`config.mk`:
```
export PLATFORM = sky130hd
export DESIGN_NAME = uart_rx
export DESIGN_NICKNAME = d
export VERILOG_FILES = /design/src/rtl/uart_rx.sv
export SDC_FILE = /design/constraint.sdc
export NUM_CORES = 1
export LEC_CHECK = 0
export CAP_MARGIN = 5
export CELL_PAD_IN_SITES_DETAIL_PLACEMENT = 1
export CELL_PAD_IN_SITES_GLOBAL_PLACEMENT = 1
export CORE_MARGIN = 4
export CORE_UTILIZATION = 32
export CTS_CLUSTER_DIAMETER = 150
export CTS_CLUSTER_SIZE = 8
export DETAILED_ROUTE_END_ITERATION = 10
export HOLD_SLACK_MARGIN = 0.15
export PLACE_DENSITY = 0.74
export SLEW_MARGIN = 20
export SYNTH_ARGS = -nofsm -noshare
export SYNTH_HDL_FRONTEND = slang
export SYNTH_SLANG_ARGS = --single-unit
```
`constraint.sdc`:
```
create_clock -name sysclk -period 3.88 [get_ports sysclk]
set_input_delay 0.776 -clock sysclk [delete_from_list [all_inputs] [get_ports sysclk]]
set_output_delay 0.776 -clock sysclk [all_outputs]
set_load 0.005 [all_outputs]
```
`src/rtl/uart_rx.sv`:
```
// uart_rx: 8N1 serial receiver clocked by sysclk, sampling on rising edges of the 16x bclk level input.
// Define UART_RX_PARITY_EN to add an even-parity bit (8E1); the port list is the same in both builds.
module uart_rx #(
  parameter int DATA_BITS  = 8,
  parameter int OVERSAMPLE = 16
) (
  input  logic                 sysclk,
  input  logic                 resetb,
  input  logic                 bclk,
  input  logic                 rx,
  output logic [DATA_BITS-1:0] rx_data,
  output logic                 rx_valid,
  output logic                 rx_err,
  output logic                 rx_busy
);
  localparam int TW = $clog2(OVERSAMPLE);
  localparam int BW = $clog2(DATA_BITS + 1);
  localparam logic [TW-1:0] MID  = TW'(OVERSAMPLE / 2 - 1);
  localparam logic [TW-1:0] LAST = TW'(OVERSAMPLE - 1);
  localparam logic [BW-1:0] NBIT = BW'(DATA_BITS - 1);
  localparam logic [2:0] IDLE  = 3'd0;
  localparam logic [2:0] START = 3'd1;
  localparam logic [2:0] DATA  = 3'd2;
  localparam logic [2:0] STOP  = 3'd3;
`ifdef UART_RX_PARITY_EN
  localparam logic [2:0] PARITY = 3'd4;
  localparam logic [2:0] AFTER  = PARITY;
  logic par_bad;
`else
  localparam logic [2:0] AFTER  = STOP;
`endif
  logic [2:0] state;
  logic rx_m, rx_s, rx_prev, bclk_d;
  logic [TW-1:0] tick_cnt;
  logic [BW-1:0] bit_cnt;
  logic [DATA_BITS-1:0] shift;
  logic tick, good;
  assign tick    = bclk & ~bclk_d;
  assign rx_busy = state != IDLE;
`ifdef UART_RX_PARITY_EN
  assign good = rx_s & ~par_bad;
`else
  assign good = rx_s;
`endif
  always_ff @(posedge sysclk) begin
    if (!resetb) begin
      state    <= IDLE;
      rx_m     <= 1'b1;
      rx_s     <= 1'b1;
      rx_prev  <= 1'b1;
      bclk_d   <= 1'b1;
      tick_cnt <= '0;
      bit_cnt  <= '0;
      shift    <= '0;
      rx_data  <= '0;
      rx_valid <= 1'b0;
      rx_err   <= 1'b0;
`ifdef UART_RX_PARITY_EN
      par_bad  <= 1'b0;
`endif
    end else begin
      rx_m     <= rx;
      rx_s     <= rx_m;
      rx_prev  <= rx_s;
      bclk_d   <= bclk;
      rx_valid <= 1'b0;
      rx_err   <= 1'b0;
      if (tick) tick_cnt <= tick_cnt + 1'b1;
      case (state)
        IDLE: if (rx_prev && !rx_s) begin
          state    <= START;
          tick_cnt <= '0;
`ifdef UART_RX_PARITY_EN
          par_bad  <= 1'b0;
`endif
        end
        START: if (tick && tick_cnt == MID) begin
          state    <= rx_s ? IDLE : DATA;
          tick_cnt <= '0;
          bit_cnt  <= '0;
        end
        // tick_cnt wraps on its own, so each later sample lands a full bit after the start mid-point
        DATA: if (tick && tick_cnt == LAST) begin
          shift   <= {rx_s, shift[DATA_BITS-1:1]};
          bit_cnt <= bit_cnt + 1'b1;
          if (bit_cnt == NBIT) state <= AFTER;
        end
`ifdef UART_RX_PARITY_EN
        PARITY: if (tick && tick_cnt == LAST) begin
          par_bad <= ^{shift, rx_s};
          state   <= STOP;
        end
`endif
        STOP: if (tick && tick_cnt == LAST) begin
          if (good) rx_data <= shift;
          rx_valid <= good;
          rx_err   <= ~good;
          state    <= IDLE;
        end
        default: state <= IDLE;
      endcase
    end
  end
endmodule
```
==> results of run 1 <==
[synthesized netlist by cell type, drive strengths merged, types with 2 or more instances]
cell type and count:
a211oi 2, o211ai 3, mux2i 3, clkbuf 7, nand3 21, and3b 3
nand4 2, nand2b 6, a21boi 16, or3 2, o21ai 21, nand2 4
nor2b 5, nor2 2, dfxtp 32, buf 8, ha 2, a21oi 4
and4 2, nand4b 2, nand3b 2
[layout by cell type (no fill, tap or decap), drive strengths merged]
cell type / instances
nand4: 2
a211oi: 2
nor2: 2
or2: 1
nand2b: 6
or4b: 1
inv: 1
clkdlybuf4s50: 14
nor2b: 5
mux2i: 3
a21boi: 16
nand4b: 2
and3b: 3
dfxtp: 32
a21o: 1
or3b: 1
nand3b: 2
o211ai: 3
and4: 2
nor3b: 1
or3: 2
and3: 1
nor3: 1
o21ai: 21
xnor2: 1
o211a: 1
nand3: 21
o221ai: 1
and4b: 1
xor2: 1
buf: 2
ha: 2
nand2: 4
clkbuf: 7
a21oi: 4
[per-layer routing]
| metal | track usage | wire length, um | vias to the layer above | share of wire |
|---|---|---|---|---|
| met3 | 0.0369 | 113 | 7 | 0.034 |
| met4 | 0.0524 | 67 | 0 | 0.020 |
| met2 | 0.232 | 1660 | 22 | 0.50 |
| met5 | 0 | 0 | - | 0 |
| met1 | 0.142 | 1450 | 595 | 0.44 |
| li1 | - | - | 596 | - |
[cell families after synthesis]
family,after synthesis,share of synthesized area
AO/OA/AOI/OAI,49,0.221
XOR/XNOR,2,0.0119
adder cells (fa/ha/maj),2,0.0171
buffers and inverters,16,0.0529
flip-flops,32,0.437
multiplexers,3,0.0205
AND/OR/NAND/NOR,58,0.240
[sequential cells by signal, summed over array words and instances (netlist names), 2 cells and up]
signal / count
rx_data: 8
shift: 8
bit_cnt: 4
tick_cnt: 4
state: 2
[worst register-to-register path, delay by kind of cell, from the launching register on]
kind	cells	cell delay [ns]
fa+ha+maj	1	0.24
flops	1	0.38
compound gates	1	0.16
simple gates	2	0.85
[final timing paths]
kind               to  slack (ns)  cells after the start   startpoint
max           rx_busy        1.57                      2     state[1]
min              good        0.42                      1         rx_m
max reg2reg  state[1]        2.15                      4  tick_cnt[0]
min reg2reg      good        0.42                      1         rx_m
[where the power goes]
part	total (W)	switching, W	leakage (nW)	internal [W]
logic	0.0000245	0.0000117	0.257	0.0000127
clock network	0.000276	0.000118	0.0503	0.000158
registers	0.000336	0.00000401	0.259	0.000332
[cell type report]
class / count / area share
multi-input cells: 114 / 0.438
flip-flops and latches: 32 / 0.375
repair buffers: 16 / 0.0908
clock buffers: 7 / 0.0564
well taps: 52 / 0.0381
inverters: 1 / 0.00220
[per-stage QoR]
step	std cells	power, W	hold slack (ns)
6_report	222	0.000636	0.417
5_1_grt	222	0.000662	0.464
4_1_cts	222	0.000644	0.423
3_5_place_dp	215	0.000367	0.404
3_3_place_gp	215	0.000366	0.397
2_1_floorplan	162	0.000359	0.386
==> flow_summary_export.csv, run 1 <==
group,metric,value,unit
global_routing,antenna_found_initial,0,
sta,setup_ws,1.57,ns
logic_synthesis,synth_area_per_cell,9.05,um^2
logic_synthesis,synth.top_cell.area_share,0.437,
clock_tree,clockBufferDepth,2,
floorplanning,ioPinCount,15,
setup_path,startpoint_type,"flop",
logic_synthesis,synth_area,1470,um^2
placement,place.port_buffers,14,
sta,relSlewSlack,0.542,
finish,utilization,0.390,
finish,area.growth.synth_to_final,16.6,%
setup_path,path_cells,"or2_2 -> clkdlybuf4s50_1",
setup_path,crit_path_max_fanout,14,
logic_synthesis,synth_cell_types,37,
placement,place_ws,1.36,ns
sta,min_period,2.31,ns
placement,gp_congestion,0.749,
logic_synthesis,syn-instance-count,162,
setup_path,slowest_delay,0.57,ns
detailed_routing,drt_iter0_markers,67,
placement,dp_hpwl,2.29,mm
global_routing,grt_max_degree,30,
logic_synthesis,ys_ff_latch,32,
clock_tree,cts_tree,"yes",
setup_path,cp_slowest_cell,"dfxtp_1",
clock_tree,cts_num_sinks,32,
run,drv_cap,0,
sta,tns,0,ns
logic_synthesis,synth_area_leaders,"dfxtp_1 44%, a21boi_0 8.2%, nand3_1 7.2%, o21ai_0 7.2%, nand2b_1 2.6%",
sta,maxSlewViolCount,0,
clock_tree,cts-htree-levels,2,
clock_tree,clkTransAtPathRegs,0.06,ns
sta,worst_pin_slew,0.684,ns
clock_tree,ctsHoldBuffers,0,
detailed_routing,detail-route-antenna-nets,0,
detailed_routing,dr.pass1.iters,4,
logic_synthesis,synth_edf_count,0,
finish,fillers,503,
finish,multi_input_area,748,um^2
setup_path,cp-end-kind,"output port",
floorplanning,dieWidth,75.7,um
floorplanning,coreArea,4380,um^2
logic_synthesis,synth_top_cell_by_area,"dfxtp_1",
global_routing,grt_pass1_wl,5.61,mm
logic_synthesis,synth_flop_cell,"dfxtp_1",
power_and_ir_drop,p_per_area,372,nW/um^2
detailed_routing,wirelength,3.30,mm
setup_path,cpLargestDelayFamily,"flip-flops",
logic_synthesis,synth_nets,168,
clock_tree,cts_setup_buffers,0,
clock_tree,root_buffer,"clkbuf_8",
finish,antenna_cells,0,
finish,fin_nets,176,
sta,finalSetupViolCount,0,
setup_path,arrival,1.53,ns
clock_tree,cts_resized,0,
sta,clock.fmax,0.433,GHz
placement,dpl_cell_area,1610,um^2
hold_path,min_path_type,"flop to flop",
detailed_routing,wire_per_inst,14.8,um
detailed_routing,vias,1220,
floorplanning,num_rows,24,
finish,fin_area,1710,um^2
logic_synthesis,yosysSeqAreaShare,0.437,
power_and_ir_drop,peakVddDrop,174,uV
sta,finalClockSkew,0.00577,ns
sta,rsz0062_at_grt,"false",
clock_tree,insertion_delay,0.28,ns
setup_path,crit_type,"flop to output port",
finish,drive_gt1_frac,0.0765,
logic_synthesis,ys_async_sr_fraction,0,
sta,hold_viol_final,0,
finish,regArea,641,um^2
floorplanning,dieArea,5730,um^2
detailed_routing,drc,0,
setup_path,cp.required,3.10,ns
sta,fin_crit_sh,0.595,
global_routing,grt_pass1_vias,1258,
setup_path,cp_num_buf_inv,1,
floorplanning,die_h,75.7,um
global_routing,grt-ovfl-total,0,
floorplanning,start_util,0.334,
power_and_ir_drop,total_leakage_power,0.566,nW
status,status,"finished, final reports clean",
global_routing,track_usage,0.129,
detailed_routing,viasPerCell,5.50,
clock_tree,cts_buffers,5,
logic_synthesis,ys_warn_count,0,
Note: power is estimated with default switching activity, not from simulation.
==> run 2, diff against run 1 <==
--- a/config.mk
+++ b/config.mk
@@ -14,7 +14,7 @@
 export CTS_CLUSTER_SIZE = 8
 export DETAILED_ROUTE_END_ITERATION = 10
 export HOLD_SLACK_MARGIN = 0.15
-export PLACE_DENSITY = 0.74
+export PLACE_DENSITY = 0.76
 export SLEW_MARGIN = 20
 export SYNTH_ARGS = -nofsm -noshare
 export SYNTH_HDL_FRONTEND = slang
==> constraint.sdc (replaced) <==
create_clock -name sysclk -period 1.93 [get_ports sysclk]
set_input_delay 0.386 -clock sysclk [delete_from_list [all_inputs] [get_ports sysclk]]
set_output_delay 0.386 -clock sysclk [all_outputs]
set_load 0.005 [all_outputs]
==> run 2 against run 1 <==
Net effect:
- register-to-register slack worse by 1.9 ns
- hold slack better by 0.0065 ns
- utilization is 1.4 points higher
- non-clock buffer count rose by 4
- global-route usage grew 0.63 points
- critical path depth is the same
- largest cell class unchanged
- routed wire length rose by 1.3%
- sequential power rose by 100%
- die area is the same
- via count decreased by 0.25%
==> flow_summary_export.csv, run 2 (synthesis gave the netlist of run 1 again) <==
group,metric,value,unit
setup_path,startpoint_type,"flop",
setup_path,rr_endpoint,"bit_cnt[3]",
sta,worst_pin_slew,0.511,ns
sta,clock.fmax,0.548,GHz
placement,gp_congestion,0.715,
setup_path,cp.required,1.54,ns
finish,drive_gt1_frac,0.114,
detailed_routing,dr.pass1.iters,4,
setup_path,timing.rr.start,"tick_cnt[3]",
detailed_routing,drc,0,
detailed_routing,wirelength,3.34,mm
run,drv_cap,0,
power_and_ir_drop,total_leakage_power,0.593,nW
setup_path,slowest_delay,0.45,ns
floorplanning,dieWidth,75.7,um
global_routing,antenna_found_initial,0,
global_routing,track_usage,0.135,
detailed_routing,wire_per_inst,14.7,um
sta,min_period,1.83,ns
hold_path,hold_path.startpoint,"rx_m",
clock_tree,cts-htree-levels,2,
floorplanning,die_h,75.7,um
finish,fin_nets,180,
finish,layout_commonest_cell,"dfxtp_1",
global_routing,grt_max_degree,19,
power_and_ir_drop,finalPower,0.00137,W
setup_path,path_cells,"or2_2 -> clkdlybuf4s50_1",
floorplanning,dieArea,5730,um^2
status,status,"finished, final reports clean",
power_and_ir_drop,p_per_area,772,nW/um^2
hold_path,min_to,"good",
detailed_routing,viasPerCell,5.36,
setup_path,rrSetupSlack,0.29,ns
sta,tns,0,ns
global_routing,grt_pass1_wl,5.87,mm
placement,dp_hpwl,2.35,mm
sta,fin_crit_sh,0.946,
sta,finalSetupViolCount,0,
finish,fin_cells,227,
floorplanning,start_util,0.334,
clock_tree,clkTransAtPathRegs,0.06,ns
global_routing,grt_pass1_vias,1214,
floorplanning,ioPinCount,15,
clock_tree,root_buffer,"clkbuf_8",
setup_path,cp-end-kind,"output port",
finish,fillers,518,
clock_tree,cts_tree,"yes",
sta,hold_viol_final,0,
hold_path,min_path_type,"flop to flop",
setup_path,ff2ff_path_depth,3,
power_and_ir_drop,peakVddDrop,403,uV
placement,place.port_buffers,14,
detailed_routing,detail-route-antenna-nets,0,
clock_tree,cts_buffers,5,
setup_path,crit_type,"flop to output port",
sta,relSlewSlack,0.658,
finish,area.growth.synth_to_final,20.6,%
finish,antenna_cells,0,
floorplanning,num_rows,24,
sta,maxSlewViolCount,0,
global_routing,grt-ovfl-total,0,
sta,rsz0062_at_grt,"false",
placement,placed_cells,219,
hold_path,min_path_cells,1,
sta,setup_ws,0.105,ns
setup_path,crit_path_max_fanout,14,
clock_tree,clockBufferDepth,2,
placement,place_ws,0.0165,ns
detailed_routing,vias,1217,
sta,finalClockSkew,0.00809,ns
setup_path,arrival,1.44,ns
clock_tree,insertion_delay,0.29,ns
clock_tree,cts_num_sinks,32,
floorplanning,coreArea,4380,um^2
detailed_routing,drt_iter0_markers,73,
finish,reg_top3,"rx_data (8), shift (8)",
setup_path,cp_slowest_cell,"clkdlybuf4s50_1",
finish,layout_common_cells,"30 x dfxtp_1, 21 x nand3_1, 21 x o21ai_0",
-- run 2: cell types whose count changed in the layout (fill, tap and decap cells not counted), sizes merged --
cell      change
buf           +4
clkbuf        -2
bufinv        +1
clkinvlp      +1
clkinv        +1
-- run 2: how the worst max path moves through the flow --
| stage | from | end | cells after the start | slack, ns |
|---|---|---|---|---|
| floorplan | tick_cnt[0] | state[0] | 6 | 0.58 |
| global route | state[1] | rx_busy | 2 | 0.04 |
| global placement | bclk | state[0] | 6 | 0.11 |
| finish | state[1] | rx_busy | 2 | 0.10 |
| CTS | state[0] | rx_busy | 2 | 0.004 |
| detailed placement | bclk | shift[7] | 6 | 0.02 |
-- run 2: area by class of cell --
| type | instances | area [um^2] | area share |
|---|---|---|---|
| repair buffers | 20 | 198 | 0.112 |
| flip-flops and latches | 32 | 643 | 0.364 |
| well taps | 52 | 65.1 | 0.0368 |
| clock inverters | 3 | 42.5 | 0.0240 |
| inverters | 1 | 3.75 | 0.00212 |
| clock buffers | 5 | 68.8 | 0.0389 |
| multi-input cells | 114 | 748 | 0.423 |
-- run 2: stage by stage --
step	instance area [um^2]	utilization	hold slack, ns
floorplan	1470	-	0.386
global placement	1660	0.378	0.402
detailed placement	1660	0.378	0.412
CTS	1770	0.403	0.427
global route	1770	0.404	0.459
finish	1770	0.404	0.423
-- run 2: power by group --
group / internal, W / switching, W
sequential: 0.000666 / 0.00000824
clock: 0.000382 / 0.000257
combinational: 0.0000278 / 0.0000237
-- run 2: layer usage --
layer	vias up	global-route usage	routed length (um)
li1	607	-	-
met1	585	0.166	1550
met2	23	0.223	1650
met3	2	0.0554	124
met4	0	0.0291	19
met5	-	0	0
-- run 2: worst max-delay path: cells and delay by family (launching register included) --
kind	cells	cell delay [ns]
buf+inv	1	0.45
flops	1	0.39
simple gates	1	0.32
-- run 2: repair_timing --
action                     in CTS  in global routing
cloned                          0                  0
resized for setup               1                  1
setup buffers                   0                  0
hold buffers                    0                  0
setup endpoints to repair       1                  1
==> run 3, diff against run 2 <==
--- a/config.mk
+++ b/config.mk
@@ -15,6 +15,7 @@
 export DETAILED_ROUTE_END_ITERATION = 10
 export HOLD_SLACK_MARGIN = 0.15
 export PLACE_DENSITY = 0.76
+export SKIP_LAST_GASP = 1
 export SLEW_MARGIN = 20
 export SYNTH_ARGS = -nofsm -noshare
 export SYNTH_HDL_FRONTEND = slang
==> results of run 3 <==
No change in the layout: final DEF, timing and power equal those of run 2.
